===== config.mk =====
export PLATFORM = sky130hd
export DESIGN_NAME = mvm_par_flat
export DESIGN_NICKNAME = d
export VERILOG_FILES = /design/src/rtl/defines_pkg.sv /design/src/rtl/mvm_par_if.sv /design/src/rtl/mvm_mac_lane.sv /design/src/rtl/sp_ram.sv /design/src/rtl/mvm_par.sv /design/src/flat_wrapper.sv
export SDC_FILE = /design/constraint.sdc
export NUM_CORES = 1
export LEC_CHECK = 0
export ABC_AREA = 1
export CAP_MARGIN = 15
export CORE_MARGIN = 1.5
export CORE_UTILIZATION = 40
export CTS_CLUSTER_DIAMETER = 50
export DETAILED_ROUTE_END_ITERATION = 10
export PLACE_DENSITY_LB_ADDON = 0.2
export SYNTH_ARGS = -nofsm -noshare
export SYNTH_HDL_FRONTEND = slang
export SYNTH_SLANG_ARGS = --single-unit

===== constraint.sdc =====
create_clock -name clk -period 4.55 [get_ports clk]
set_clock_uncertainty 0.2 [all_clocks]
set_input_delay 0.91 -clock clk [delete_from_list [all_inputs] [get_ports clk]]
set_output_delay 0.91 -clock clk [all_outputs]
set_load 0.02 [all_outputs]

===== src/rtl/defines_pkg.sv =====
// Shared constants, FSM state type and a width helper for the mvm_par slice.
// Latency: n/a (declarations only).
// Backpressure: n/a.
package defines_pkg;

    localparam int DEF_NROWS  = 4;
    localparam int DEF_NCOLS  = 4;
    localparam int DEF_NLANES = 2;
    localparam int DEF_IN_W   = 8;
    localparam int DEF_OUT_W  = 16;

    typedef enum logic [2:0] {
        START,
        LOAD_A,
        LOAD_B,
        COMPUTE,
        DRAIN
    } state_t;

    // Counter/address width that never collapses to zero bits.
    function automatic int clog2_min1(input int n);
        return (n > 1) ? $clog2(n) : 1;
    endfunction

endpackage


===== src/rtl/mvm_par_if.sv =====
// Input element stream, output result stream and job control of mvm_par.
// Latency: n/a (wiring only).
// Backpressure: valid/ready on both streams; reuse_a is a level sampled by the block.
interface mvm_par_if #(
    parameter int IN_W  = 8,
    parameter int OUT_W = 16
);
    logic                    s_valid;
    logic                    s_ready;
    logic signed [IN_W-1:0]  data_in;
    logic                    reuse_a;
    logic                    m_valid;
    logic                    m_ready;
    logic signed [OUT_W-1:0] data_out;
    logic                    overflow;

    modport master (
        output s_valid, data_in, reuse_a, m_ready,
        input  s_ready, m_valid, data_out, overflow
    );

    modport slave (
        input  s_valid, data_in, reuse_a, m_ready,
        output s_ready, m_valid, data_out, overflow
    );
endinterface


===== src/rtl/mvm_mac_lane.sv =====
// One MAC lane: full-width signed product, OUT_W signed accumulate, sticky overflow.
// Latency: product registered 1 cycle after in_vld, accumulator updated the cycle after.
// Backpressure: none, operands are sequenced by the caller. MVM_SAT_EN clamps instead of wrapping.
module mvm_mac_lane #(
    parameter int IN_W  = 8,
    parameter int OUT_W = 16
) (
    input  logic                    clk,
    input  logic                    reset,
    input  logic                    clr,
    input  logic                    in_vld,
    input  logic signed [IN_W-1:0]  a,
    input  logic signed [IN_W-1:0]  b,
    output logic signed [OUT_W-1:0] acc,
    output logic                    ovf
);
    localparam int PW = 2 * IN_W;
    localparam int SW = ((OUT_W > PW) ? OUT_W : PW) + 1;

`ifdef MVM_SAT_EN
    localparam logic signed [OUT_W-1:0] SAT_MAX = {1'b0, {(OUT_W-1){1'b1}}};
    localparam logic signed [OUT_W-1:0] SAT_MIN = {1'b1, {(OUT_W-1){1'b0}}};
`endif

    logic signed [PW-1:0] prod;
    logic                 prod_vld;
    logic signed [SW-1:0] sum;
    logic                 step_ovf;

    // Sum has headroom; a step overflows when the bits above OUT_W-1 disagree with its sign.
    always_comb begin
        sum      = SW'(acc) + SW'(prod);
        step_ovf = !((&sum[SW-1:OUT_W-1]) || !(|sum[SW-1:OUT_W-1]));
    end

    // Multiply stage.
    always_ff @(posedge clk) begin
        if (!reset) begin
            prod     <= '0;
            prod_vld <= 1'b0;
        end else begin
            prod     <= PW'(a) * PW'(b);
            prod_vld <= in_vld;
        end
    end

    // Accumulate stage; clr restarts the element at the beginning of each group.
    always_ff @(posedge clk) begin
        if (!reset || clr) begin
            acc <= '0;
            ovf <= 1'b0;
        end else if (prod_vld) begin
`ifdef MVM_SAT_EN
            if (!ovf) acc <= step_ovf ? (sum[SW-1] ? SAT_MIN : SAT_MAX) : sum[OUT_W-1:0];
`else
            acc <= sum[OUT_W-1:0];
`endif
            ovf <= ovf | step_ovf;
        end
    end
endmodule


===== src/rtl/sp_ram.sv =====
// Single-port RAM with one shared address for write and registered read.
// Latency: read data valid 1 cycle after the address is presented.
// Backpressure: none.
module sp_ram #(
    parameter int W     = 8,
    parameter int DEPTH = 8,
    parameter int AW    = 3
) (
    input  logic          clk,
    input  logic          we,
    input  logic [AW-1:0] addr,
    input  logic [W-1:0]  wdata,
    output logic [W-1:0]  rdata
);
    logic [W-1:0] mem [DEPTH];

    // Write-first is not needed: loads and reads never target the same cycle's data.
    always_ff @(posedge clk) begin
        if (we) mem[addr] <= wdata;
        rdata <= mem[addr];
    end
endmodule


===== src/rtl/mvm_par.sv =====
// Matrix-vector multiply y = A*B with NLANES parallel MAC lanes; A may be kept across jobs.
// Latency: first result of a group valid NCOLS+3 cycles after the group starts computing.
// Backpressure: s_ready only in LOAD_A/LOAD_B; results held stable while m_ready is low. Option macro: MVM_SAT_EN.
module mvm_par
    import defines_pkg::*;
#(
    parameter int NROWS  = DEF_NROWS,
    parameter int NCOLS  = DEF_NCOLS,
    parameter int NLANES = DEF_NLANES,   // must divide NROWS
    parameter int IN_W   = DEF_IN_W,
    parameter int OUT_W  = DEF_OUT_W
) (
    input  logic      clk,
    input  logic      reset,
    mvm_par_if.slave  bus
);
    localparam int NGRP  = NROWS / NLANES;
    localparam int DEPTH = NGRP * NCOLS;
    localparam int AW    = clog2_min1(DEPTH);
    localparam int CW    = clog2_min1(NCOLS + 3);
    localparam int BW    = clog2_min1(NCOLS);
    localparam int LW    = clog2_min1(NLANES);
    localparam int GW    = clog2_min1(NGRP);

    state_t                  state, state_nx;
    logic                    a_loaded;
    logic [CW-1:0]           col;    // beat column while loading, pipeline step in COMPUTE
    logic [LW-1:0]           lane;   // bank of the row being loaded, drain pointer in DRAIN
    logic [GW-1:0]           grp;
    logic signed [IN_W-1:0]  b_reg [NCOLS];
    logic signed [IN_W-1:0]  b_q;
    logic                    rd_vld;
    logic [AW-1:0]           addr;
    logic [IN_W-1:0]         a_rd [NLANES];
    logic signed [OUT_W-1:0] acc [NLANES];
    logic                    ovf [NLANES];
    logic signed [OUT_W-1:0] obuf [NLANES];
    logic                    obuf_ovf [NLANES];
    logic                    m_vld;
    logic                    hs_in, hs_out, issue, clr;
    logic                    last_col, last_lane, last_grp, last_step;

    assign hs_in     = bus.s_valid && bus.s_ready;
    assign hs_out    = m_vld && bus.m_ready;
    assign last_col  = (col == CW'(NCOLS - 1));
    assign last_step = (col == CW'(NCOLS + 2));
    assign last_lane = (lane == LW'(NLANES - 1));
    assign last_grp  = (grp == GW'(NGRP - 1));
    assign issue     = (state == COMPUTE) && (col < CW'(NCOLS));
    assign clr       = (state == COMPUTE) && (col == '0);
    // Loading and computing both walk grp-major, column-minor through each bank.
    assign addr      = AW'(32'(grp) * 32'(NCOLS) + 32'(col));

    assign bus.s_ready  = (state == LOAD_A) || (state == LOAD_B);
    assign bus.m_valid  = m_vld;
    assign bus.data_out = obuf[lane];
    assign bus.overflow = obuf_ovf[lane];

    // Next-state logic.
    always_comb begin
        state_nx = state;
        case (state)
            START:   state_nx = (bus.reuse_a && a_loaded) ? LOAD_B : LOAD_A;
            LOAD_A:  if (hs_in && last_col && last_lane && last_grp) state_nx = LOAD_B;
            LOAD_B:  if (hs_in && last_col) state_nx = COMPUTE;
            COMPUTE: if (last_step) state_nx = DRAIN;
            DRAIN:   if (hs_out && last_lane) state_nx = last_grp ? START : COMPUTE;
            default: state_nx = START;
        endcase
    end

    // State register, beat/step/lane/group counters and the output-valid flag.
    always_ff @(posedge clk) begin
        if (!reset) begin
            state    <= START;
            a_loaded <= 1'b0;
            col      <= '0;
            lane     <= '0;
            grp      <= '0;
            m_vld    <= 1'b0;
        end else begin
            state <= state_nx;
            case (state)
                START: begin
                    col  <= '0;
                    lane <= '0;
                    grp  <= '0;
                end
                LOAD_A: if (hs_in) begin
                    col <= last_col ? '0 : col + 1'b1;
                    if (last_col) begin
                        lane <= last_lane ? '0 : lane + 1'b1;
                        if (last_lane) grp <= last_grp ? '0 : grp + 1'b1;
                        if (last_lane && last_grp) a_loaded <= 1'b1;
                    end
                end
                LOAD_B: if (hs_in) col <= last_col ? '0 : col + 1'b1;
                COMPUTE: begin
                    col <= last_step ? '0 : col + 1'b1;
                    if (last_step) m_vld <= 1'b1;
                end
                DRAIN: if (hs_out) begin
                    lane <= last_lane ? '0 : lane + 1'b1;
                    if (last_lane) begin
                        m_vld <= 1'b0;
                        grp   <= last_grp ? '0 : grp + 1'b1;
                    end
                end
                default: ;
            endcase
        end
    end

    // Capture B and launch the B operand in step with the bank read.
    always_ff @(posedge clk) begin
        if (state == LOAD_B && hs_in) b_reg[col[BW-1:0]] <= bus.data_in;
        if (issue) b_q <= b_reg[col[BW-1:0]];
    end

    // Operand-valid for the lanes, aligned with the registered bank read.
    always_ff @(posedge clk) begin
        if (!reset) rd_vld <= 1'b0;
        else        rd_vld <= issue;
    end

    // Freeze the group's results so DRAIN can stall without disturbing the lanes.
    always_ff @(posedge clk) begin
        if (!reset) begin
            for (int l = 0; l < NLANES; l++) begin
                obuf[l]     <= '0;
                obuf_ovf[l] <= 1'b0;
            end
        end else if (state == COMPUTE && last_step) begin
            for (int l = 0; l < NLANES; l++) begin
                obuf[l]     <= acc[l];
                obuf_ovf[l] <= ovf[l];
            end
        end
    end

    for (genvar l = 0; l < NLANES; l++) begin : g_lane
        sp_ram #(.W(IN_W), .DEPTH(DEPTH), .AW(AW)) u_bank (
            .clk   (clk),
            .we    ((state == LOAD_A) && hs_in && (lane == LW'(l))),
            .addr  (addr),
            .wdata (bus.data_in),
            .rdata (a_rd[l])
        );

        mvm_mac_lane #(.IN_W(IN_W), .OUT_W(OUT_W)) u_mac (
            .clk    (clk),
            .reset  (reset),
            .clr    (clr),
            .in_vld (rd_vld),
            .a      (a_rd[l]),
            .b      (b_q),
            .acc    (acc[l]),
            .ovf    (ovf[l])
        );
    end
endmodule


===== src/flat_wrapper.sv =====
// flat-port wrapper written by rule: the top's interface ports become plain ports
module mvm_par_flat import defines_pkg::*;
#(
    parameter int NROWS  = DEF_NROWS,
    parameter int NCOLS  = DEF_NCOLS,
    parameter int NLANES = DEF_NLANES,                       
    parameter int IN_W   = DEF_IN_W,
    parameter int OUT_W  = DEF_OUT_W
)
  (clk, reset, bus_s_valid, bus_data_in, bus_reuse_a, bus_m_ready, bus_s_ready, bus_m_valid, bus_data_out, bus_overflow);
  mvm_par_if #(.IN_W(IN_W), .OUT_W(OUT_W)) bus_i ();
  input  logic clk;
  input  logic reset;
  input wire logic [$bits(bus_i.s_valid)-1:0] bus_s_valid;
  input wire logic [$bits(bus_i.data_in)-1:0] bus_data_in;
  input wire logic [$bits(bus_i.reuse_a)-1:0] bus_reuse_a;
  input wire logic [$bits(bus_i.m_ready)-1:0] bus_m_ready;
  output wire logic [$bits(bus_i.s_ready)-1:0] bus_s_ready;
  output wire logic [$bits(bus_i.m_valid)-1:0] bus_m_valid;
  output wire logic [$bits(bus_i.data_out)-1:0] bus_data_out;
  output wire logic [$bits(bus_i.overflow)-1:0] bus_overflow;
  assign bus_i.s_valid = bus_s_valid;
  assign bus_i.data_in = bus_data_in;
  assign bus_i.reuse_a = bus_reuse_a;
  assign bus_i.m_ready = bus_m_ready;
  assign bus_s_ready = bus_i.s_ready;
  assign bus_m_valid = bus_i.m_valid;
  assign bus_data_out = bus_i.data_out;
  assign bus_overflow = bus_i.overflow;
  mvm_par #(.NROWS(NROWS), .NCOLS(NCOLS), .NLANES(NLANES), .IN_W(IN_W), .OUT_W(OUT_W)) u_core (.clk(clk), .reset(reset), .bus(bus_i));
endmodule

# == Word-level counts from Yosys, hierarchy flattened ==
# Memory sizes are Yosys's and may differ from the RTL's. A register that Yosys moved wholly into a read port is not among the register bits.
# Cells that the tools add are included.
# totals
regBits,78
latch_bits,0
ram_bits,194
mem_bits_ro,0
in_bits,13
output_inout_bits,19
wordCells,133
memories,5
# op_classes
add_sub_neg,6
mul,2
div,0
magnitude_cmp,1
eq_ne,15
shift,0
mux,44
bitwise_logic,7
n_reduce_logical,39
# mem_list
memory,words,width,read_ports,rd_clocked_by_memory_dff,wr,line_no,rtl
u_core.g_lane[0].u_bank.mem,8,8,1,1,1,sp_ram.sv:15,logic [W-1:0] mem [DEPTH];
u_core.g_lane[1].u_bank.mem,8,8,1,1,1,sp_ram.sv:15,
u_core.b_reg,4,8,1,1,1,mvm_par.sv:30,logic signed [IN_W-1:0] b_reg [NCOLS];
u_core.obuf,2,16,1,1,2,mvm_par.sv:37,logic signed [OUT_W-1:0] obuf [NLANES];
u_core.obuf_ovf,2,1,1,1,2,mvm_par.sv:38,logic obuf_ovf [NLANES];
# ops
op,count
$add A16 B16 Y17,2
$mul A8 B8 Y16,2
$mux W16,2
$mux W1,28
$mux W3,7
$ne A2 B1 Y1 const B,8
$reduce_and A4 Y1,4
$logic_and A1 B1 Y1,15
$pmux W3 S5,1
$eq A3 B2 Y1 const B,3
$pmux W3 S3,1
$eq A3 B3 Y1 const B,2
$logic_not A3 Y1,2
$or A1 B1 Y1,6
$pmux W1 S3,2
$reduce_and A2 Y1,3
$reduce_bool A3 Y1,2
$reduce_or A2 Y1,3
$logic_not A1 Y1,5
$logic_or A1 B1 Y1,4
$mux W2,2
$add A3 B1 Y3 const B,1
$add A3 B3 Y3,1
$eq A3 B1 Y1 const B,1
6 further kinds,7

# == Logic depth before layout (Yosys ltp) ==
# Gate-level depths: netlist (run 1).
# logic_depth
depth_word,8
mapped_depth,22
ltp_nobuf,20

# == By module ==
# From an unflattened synthesis (run 1), not the netlist that was laid out.
# hier_totals
cells_unflattened,2257
area_unflattened_um2,19114.6
# modules_own_cells
module,instances,cells_each,area_per_inst_um2,seq_area_each_um2
sp_ram,2,280,2924.1,2082.0
mvm_mac_lane (u_core.g_lane[0].u_mac),1,679,4759.6,680.7
mvm_mac_lane (u_core.g_lane[1].u_mac),1,666,4649.5,680.7
mvm_par,1,352,3857.4,2462.4

# == Worst setup path after synthesis (run 1) ==
# No wires, ideal clock.
# synth_path
path_type,register to register
from,"register u_core.b_q[4], read port of u_core.b_reg"
to,register u_core.g_lane[1].u_mac.prod[15]
setup_time_ns,0.128
arrival_ns,4.041
t_required_ns,4.222
slack_ns,0.182
path_stages_with_launch,20
n_path_buf,2
period_less_slack_ns,4.368
cell_sequence,edfxtp_1 -> clkbuf_1 -> clkbuf_1 -> nand2_1 -> fa_1 -> inv_1 -> fa_1 -> inv_1 -> fa_1 -> inv_1 -> fa_1 -> ha_1 -> inv_1 -> nor3_1 -> and3_1 -> nor2_1 -> inv_1 -> nand2_1 -> nand2_1 -> nor2_1
# synth_via
elab_chain_cells,1
# synth_rtl
item,line_no,rtl
from (decl),mvm_par.sv:31,logic signed [IN_W-1:0] b_q;
$mul A8 B8 Y16,mvm_mac_lane.sv:42,prod <= PW'(a) * PW'(b);
to (signal assigned),mvm_mac_lane.sv:42,
to (decl),mvm_mac_lane.sv:25,logic signed [PW-1:0] prod;
# Every way passes these cells.
# A chain may end at the register's enable or synchronous reset.

# == Final worst setup path (run 1) ==
# layout_path
from,"register u_core.g_lane[0].u_bank.rdata[5], read port of u_core.g_lane[0].u_bank.mem"
to,register u_core.g_lane[0].u_mac.prod[13]
# layout_via
elab_chain_cells,1
# layout_rtl
item,line_no,rtl
from (decl),sp_ram.sv:13,output logic [W-1:0] rdata
$mul A8 B8 Y16,mvm_mac_lane.sv:42,
to (signal assigned),mvm_mac_lane.sv:42,
to (decl),mvm_mac_lane.sv:25,
# Every way passes these cells.

==> results by group, run 1 <==
Logic synthesis
  – Synth cell types: 42
  – Synthesis Warnings: 0
  – Mapped Cells: 2,043
  – Post-synth top flop: edfxtp_1
  – Mapped cell area: 0.0181 mm2
  – Seq/Total Area, Yosys: a little over two fifths
  – Flops & latches, synth: a little under 300
  – Syn_nets: 2,264
  – Async S/R FF share, synth: 0%
  – Mean Syn Cell Area: 8.88 um2
  – EDFF count, synth: around 200

Cells and area
  – Number of flip-flops in the largest register: 128
  – Share of cells above drive strength 1: under 10%
  – Most common cell after layout, fill and taps aside: nand2_1
  – Commonest cells after routing, fill and taps aside: nand2_1 (479), inv_1 (409), edfxtp_1 (202)
  – Fin nets: around 2,300
  – Number of fill cells: 4,329
  – Final core utilization: 45.7%
  – Top reg by flops: u_core.g_lane.u_bank.mem
  – Area grow syn2layout: 12.2%
  – Post-route cell area: about 0.020 mm2

Run
  – Max Cap Violations: 0

GRT
  – Tot GR Track Use: about 18%
  – Global-route wire length before repair: 66.1 mm
  – Grt total ovfl: 0
  – Antenna violations before repair: 0
  – Vias in the first global route: 12,900
  – Largest net degree at the start of global routing: 86

Drt
  – Initial DRT Pass Iterations: 5
  – Vias/cell: roughly 4.8
  – Number of vias in the routed layout: 12,800
  – DRC: 0
  – Routed len/inst: 15.0 um
  – Final wirelength: 40.5 mm
  – Antenna-violating nets left: 0
  – DRT iter0 DRCs: 804

Critical path
  – Worst R2R Path Depth: 16
  – Crit Path Class: reg2reg
  – Critical Path Source Type: flop
  – Required @ worst endpoint: just under 5 ns
  – Crit-path max FO: 8
  – Critical Path AT: 4.60 ns
  – Crit path capture type: flop

Die
  – Die width: 216 um
  – Ports: 32
  – Row count: 77
  – Die height: 216 um
  – Starting density of the core: 40.8%
  – Die Area: ~0.047 mm2
  – Core Box Area: 0.0445 mm2

CTS
  – Clock Latency Late Sink: 0.57 ns
  – Clock buffer depth: 3
  – Hold_buf cts: 0
  – CTS root buffer: clkbuf_16
  – TritonCTS clock tree: yes
  – Clk sinks: between 200 and 300
  – Clock transition at path regs: 0.06 ns
  – CTS buffer count: 38
  – H-tree lvl count: 2

Placed design
  – DPL Wire Length: just under 30 mm
  – Placed Area: 0.0191 mm2
  – GPL Wtd Cong: 0.867
  – Port bufs: 31

STA
  – Worst Tran Pin Value: roughly 0.94 ns
  – Min cycle time layout: 4.31 ns
  – Final Hold Fails: 0
  – Final Cycle Share: 94.8%
  – Final Slew Violations: 0
  – Fin Setup TNS: 0 ns
  – Slew headroom: 37.4%
  – Final setup violation count: 0
  – Max Fclk: around 230 MHz

Hold path
  – HP Class: reg2reg
  – Hold path depth: 2

Run status
  – Outcome: completed
cell families (layout without fill, tap and decap cells):
group                    Yosys count  count (layout)  share of synthesized area [%]
multiplexers                      17              17                           1.06
adder cells (fa/ha/maj)          208             208                           19.0
flip-flops                       297             297                           43.9
XOR/XNOR                          29              29                           1.40
AND/OR/NAND/NOR                  710             710                           15.5
AO/OA/AOI/OAI                    290             290                           8.48
other                              0               1                              0
buffers and inverters            492             547                           10.6
path summary, 6_finish.rpt:
check                                                start                                    endpoint  slack [ns]
hold reg to reg    u_core.g_lane[1].u_mac.ovf$_SDFFE_PP0P_     u_core.g_lane[1].u_mac.ovf$_SDFFE_PP0P_        0.27
setup / recovery  u_core.g_lane[0].u_bank.rdata[5]$_DFF_P_  u_core.g_lane[0].u_mac.prod[13]$_SDFF_PN0_        0.24
hold / removal     u_core.g_lane[1].u_mac.ovf$_SDFFE_PP0P_     u_core.g_lane[1].u_mac.ovf$_SDFFE_PP0P_        0.27
setup reg to reg  u_core.g_lane[0].u_bank.rdata[5]$_DFF_P_  u_core.g_lane[0].u_mac.prod[13]$_SDFF_PN0_        0.24
metal layers:
layer | track usage (%) | up-vias | routed length (um)
li1 | - | 6486 | -
met1 | 23.6 | 6013 | 19000
met2 | 29.9 | 242 | 18800
met3 | 2.54 | 56 | 1580
met4 | 6.18 | 0 | 1110
met5 | 0 | - | 0
critical path, cell delays in order, from the launching register on:
cell,delay [ns]
dfxtp_1,0.52
nand2_1,0.13
fa_1,0.52
inv_1,0.06
fa_1,0.52
fa_1,0.50
inv_1,0.05
fa_1,0.47
inv_1,0.04
ha_1,0.35
a21oi_1,0.23
o21ai_1,0.13
a21oi_1,0.21
o21bai_1,0.11
nand2_1,0.06
nand2_1,0.04
nor2_1,0.08
cell usage after synthesis (4+ instances only):
library cell / instances / share of area, %
nand2_1: 480 / 9.9
inv_1: 410 / 8.5
edfxtp_1: 202 / 33
a21oi_1: 160 / 4.4
nor2_1: 138 / 2.9
fa_1: 112 / 12
ha_1: 96 / 6.6
dfxtp_1: 95 / 10
o21ai_0: 88 / 2.4
nand3_1: 58 / 1.6
clkbuf_1: 53 / 1.1
mux2_2: 17 / 1.1
xor2_1: 17 / 0.82
nor3_1: 13 / 0.36
o21bai_1: 13 / 0.54
buf_2: 12 / 0.33
xnor2_1: 12 / 0.58
o22ai_1: 8 / 0.28
buf_6: 6 / 0.37
a211oi_1: 5 / 0.21
and2_1: 5 / 0.17
a21o_1: 4 / 0.17
buf_1: 4 / 0.083
nand2_2: 4 / 0.14
nand4_1: 4 / 0.14
o21ai_1: 4 / 0.11
stage by stage:
stage          setup slack (ns)  instances  hold slack (ns)
2_1_floorplan             0.182       2043            0.190
3_3_place_gp              0.193       2619            0.255
3_5_place_dp              0.107       2619            0.266
4_1_cts                  0.0682       2688            0.275
5_1_grt                 -0.0106       2690            0.312
6_report                  0.239       2691            0.269
area by class of cell:
class	count	area (um2)	area share (%)
antenna	1	2.50	0.0123
sequential	297	7970	39.2
inverter	414	1550	7.64
tap	592	741	3.64
timing repair buffer	64	578	2.84
clock inverter	24	228	1.12
multi-input combinational	1254	8300	40.8
clock buffer	45	977	4.80
what timing repair did:
item	in CTS	in global routing
resized for setup	0	20
endpoints found under the setup margin	0	9
buffers inserted	0	2
Power of run 1 is left out: the tool's default activity adds up to more than one toggle a clock period on the data nets, which glitch-free logic cannot reach.
==> inputs of run 2 (changes only) <==
Settings changed: SYNTH_HIERARCHICAL set to 1.
==> run 2 against run 1 <==
  * Setup slack worse by 0.033 ns
  * Sequential share of layout area down 2.0 points
  * Hold slack worse by 0.035 ns
  * Maximum frequency down 0.76%
  * Critical path depth up 1
  * Routed wire length up 0.38%
  * Clock-buffer cell count unchanged
  * Critical path type unchanged
  * Critical endpoint is now u_core/g_lane[0].u_mac/prod[15]$_SDFF_PN0_
  * Largest cell class unchanged
==> results by group, run 2 <==
STA
  – Worst Tran Pin Value: 1.01 ns
  – Min cycle time layout: about 4.3 ns
  – Final setup violation count: 0
  – Final Slew Violations: 0
  – Fin worst setup slack: 0.206 ns
  – RSZ-0062 raised after global routing: yes
  – Final Hold Fails: 0
  – Final Cycle Share: 95.5%
  – Max Fclk: around 230 MHz
  – Slew headroom: 32.8%

CTS
  – Clock Latency Late Sink: 0.56 ns
  – TritonCTS clock tree: yes
  – H-tree lvl count: 2
  – CTS root buffer: clkbuf_16
  – Clock buffer depth: 3
  – Clock transition at path regs: roughly 0.060 ns
  – Hold_buf cts: 0
  – Clk sinks: 298
  – CTS buffer count: 39

Logic synthesis
  – Mapped cell area: around 0.019 mm2
  – Cell accounting for the most synthesized area: edfxtp_1
  – EDFF count, synth: 202
  – Syn_nets: about 2,500
  – Post-synth top flop: edfxtp_1
  – Async S/R FF share, synth: 0%
  – Mux cell area share after synthesis: approximately 1.0%
  – Post-synthesis xor/xnor area fraction: 1.05%
  – Mean Syn Cell Area: between 8 and 9 um2
  – Largest family of logic cells by synthesized area: simple AND/OR/NAND/NOR gates
  – Mapped Cells: 2,257
  – Synth Area in Compound Gates: 4.96%
  – Synthesized-area fraction occupied by adder cells: a little under a fifth
  – Seq/Total Area, Yosys: about two fifths
  – Simple-gate share of the synthesized area: roughly a fifth
  – Post-synth top area share: 31.7%
  – Most common cell in the netlist: nand2_1
  – Synth cell types: 45
  – Flops & latches, synth: roughly 300
  – Synthesis Warnings: 6
  – Synth area leaders: edfxtp_1 (32%), nand2_1 (12%), fa_1 (12%)
  – Post-synth top cells: nand2_1 (607), inv_1 (480), edfxtp_1 (202)

Critical path
  – R2R Setup Slk: 0.21 ns
  – FF-to-FF Start: u_core/b_q[2]$_DFFE_PP_
  – Critical Path AT: about 4.6 ns
  – Critical Path Source Type: flop
  – Crit path capture type: flop
  – Crit Path Class: reg2reg
  – Crit-path max FO: 4
  – Worst r2r dst: u_core/g_lane[0].u_mac/prod[15]$_SDFF_PN0_
  – Worst R2R Path Depth: 17
  – Required @ worst endpoint: 4.78 ns

GRT
  – Antenna violations before repair: 2
  – Largest net degree at the start of global routing: 55
  – Global-route wire length before repair: between 60 and 70 mm
  – Tot GR Track Use: approximately 17%
  – Grt total ovfl: 0
  – Vias in the first global route: 13,400

Placed design
  – GPL Wtd Cong: 0.876
  – Placed Area: 0.0200 mm2
  – Post-Place Cells: 2,852
  – Pre-CTS WS: 0.0533 ns
  – Port bufs: 31
  – DPL Wire Length: 29.9 mm

Drt
  – Vias/cell: 4.60
  – Final wirelength: roughly 40 mm
  – DRT iter0 DRCs: 719
  – Routed len/inst: 13.9 um
  – Initial DRT Pass Iterations: 5
  – Antenna-violating nets left: 0
  – DRC: 0
  – Number of vias in the routed layout: 13,500

Hold path
  – Hold Path Origin: u_core/rd_vld$_SDFF_PN0_
  – HP Class: reg2reg
  – Hold path depth: 2
  – Hold endpoint: u_core/g_lane[1].u_mac/prod_vld$_SDFF_PN0_

Die
  – Row count: 79
  – Starting density of the core: approximately two fifths
  – Die width: approximately 220 um
  – Core Box Area: 0.0469 mm2
  – Die height: between 200 and 250 um
  – Ports: 32
  – Die Area: 0.0491 mm2

Cells and area
  – Register area: 0.00799 mm2
  – Non-Filler Instances: 2,928
  – Number of fill cells: ~4,600
  – Area grow syn2layout: 12.4%
  – Top reg by flops: u_core/g_lane.u_bank/mem
  – Share of cells above drive strength 1: about a tenth
  – Fin nets: around 2,500
  – Post-route cell area: 0.0215 mm2
  – Commonest cells after routing, fill and taps aside: nand2_1 (606), inv_1 (478), edfxtp_1 (202)
  – Multi-input logic area: 0.00893 mm2
  – Number of flip-flops in the largest register: roughly 130
  – Most common cell after layout, fill and taps aside: nand2_1

Run
  – Max Cap Violations: 0

Run status
  – Outcome: completed
-- run 2: cell types whose count changed in the layout (fill, tap and decap cells not counted), sizes merged, moves of 5 or more --
cell / before / now
a21oi: 161 / 76
nand3: 58 / 87
inv: 422 / 505
nor2: 139 / 209
nand2: 485 / 639
bufinv: 1 / 6
o21ai: 93 / 65
-- run 2: critical path: stages (launching register included) --
cell	delay (ns)
edfxtp_1	0.38
nand2_1	0.13
inv_1	0.09
fa_2	0.58
inv_2	0.09
fa_1	0.54
inv_1	0.05
fa_1	0.53
inv_1	0.05
fa_1	0.52
inv_1	0.06
ha_4	0.28
nand2_1	0.08
nor2_1	0.14
nand4_1	0.11
and3_4	0.21
a21oi_1	0.11
nor2_1	0.06
-- run 2: layout make-up --
class	instances	area share, %
Timing Repair Buffer	61	2.57
Inverter	502	8.79
Clock inverter	26	1.50
Clock buffer	45	4.85
Multi-Input combinational cell	1388	41.6
Sequential cell	298	37.2
Tap cell	607	3.53
Antenna cell	1	0.0116
-- run 2: stage by stage --
stage / hold WS [ns] / setup TNS (ns) / utilization, %
CTS: 0.232 / 0 / 45.6
global placement: 0.227 / 0 / 42.7
finish: 0.233 / 0 / 45.9
floorplan: 0.214 / 0 / -
detailed placement: 0.225 / 0 / 42.7
global route: 0.267 / -0.0405 / 45.9
-- run 2: worst max path at each step --
stage / depth (start not counted) / from / to
after floorplan: 18 / u_core/b_q[2]$_DFFE_PP_ / u_core/g_lane[0].u_mac/prod[15]$_SDFF_PN0_
after global placement: 15 / u_core/b_q[5]$_DFFE_PP_ / u_core/g_lane[0].u_mac/prod[15]$_SDFF_PN0_
after detailed placement: 15 / u_core/b_q[5]$_DFFE_PP_ / u_core/g_lane[0].u_mac/prod[15]$_SDFF_PN0_
after CTS: 15 / u_core/b_q[5]$_DFFE_PP_ / u_core/g_lane[0].u_mac/prod[15]$_SDFF_PN0_
after global routing: 16 / u_core/g_lane[0].u_bank/rdata[7]$_DFF_P_ / u_core/g_lane[0].u_mac/prod[15]$_SDFF_PN0_
final: 17 / u_core/b_q[2]$_DFFE_PP_ / u_core/g_lane[0].u_mac/prod[15]$_SDFF_PN0_
-- run 2: repair_timing --
item,CTS,global route
endpoints found under the setup margin,0,11
resized for setup,0,22
buffers inserted,0,4
-- run 2: logic make-up (layout without fill, tap and decap cells) --
| family | after synthesis | count (layout) |
|---|---|---|
| multiplexers | 17 | 17 |
| flip-flops | 298 | 298 |
| adder cells (fa/ha/maj) | 208 | 208 |
| AO/OA/AOI/OAI | 169 | 169 |
| other | 0 | 1 |
| AND/OR/NAND/NOR | 971 | 971 |
| XOR/XNOR | 23 | 23 |
| buffers and inverters | 571 | 634 |
-- run 2: layer usage --
metal / up-vias / routed length, um / track usage (%)
met2: 237 / 19400 / 29.4
met4: 0 / 941 / 5.35
met5: - / 0 / 0
li1: 6962 / - / -
met1: 6207 / 18700 / 21.7
met3: 66 / 1530 / 2.53
Power of run 2 is left out for the same reason.
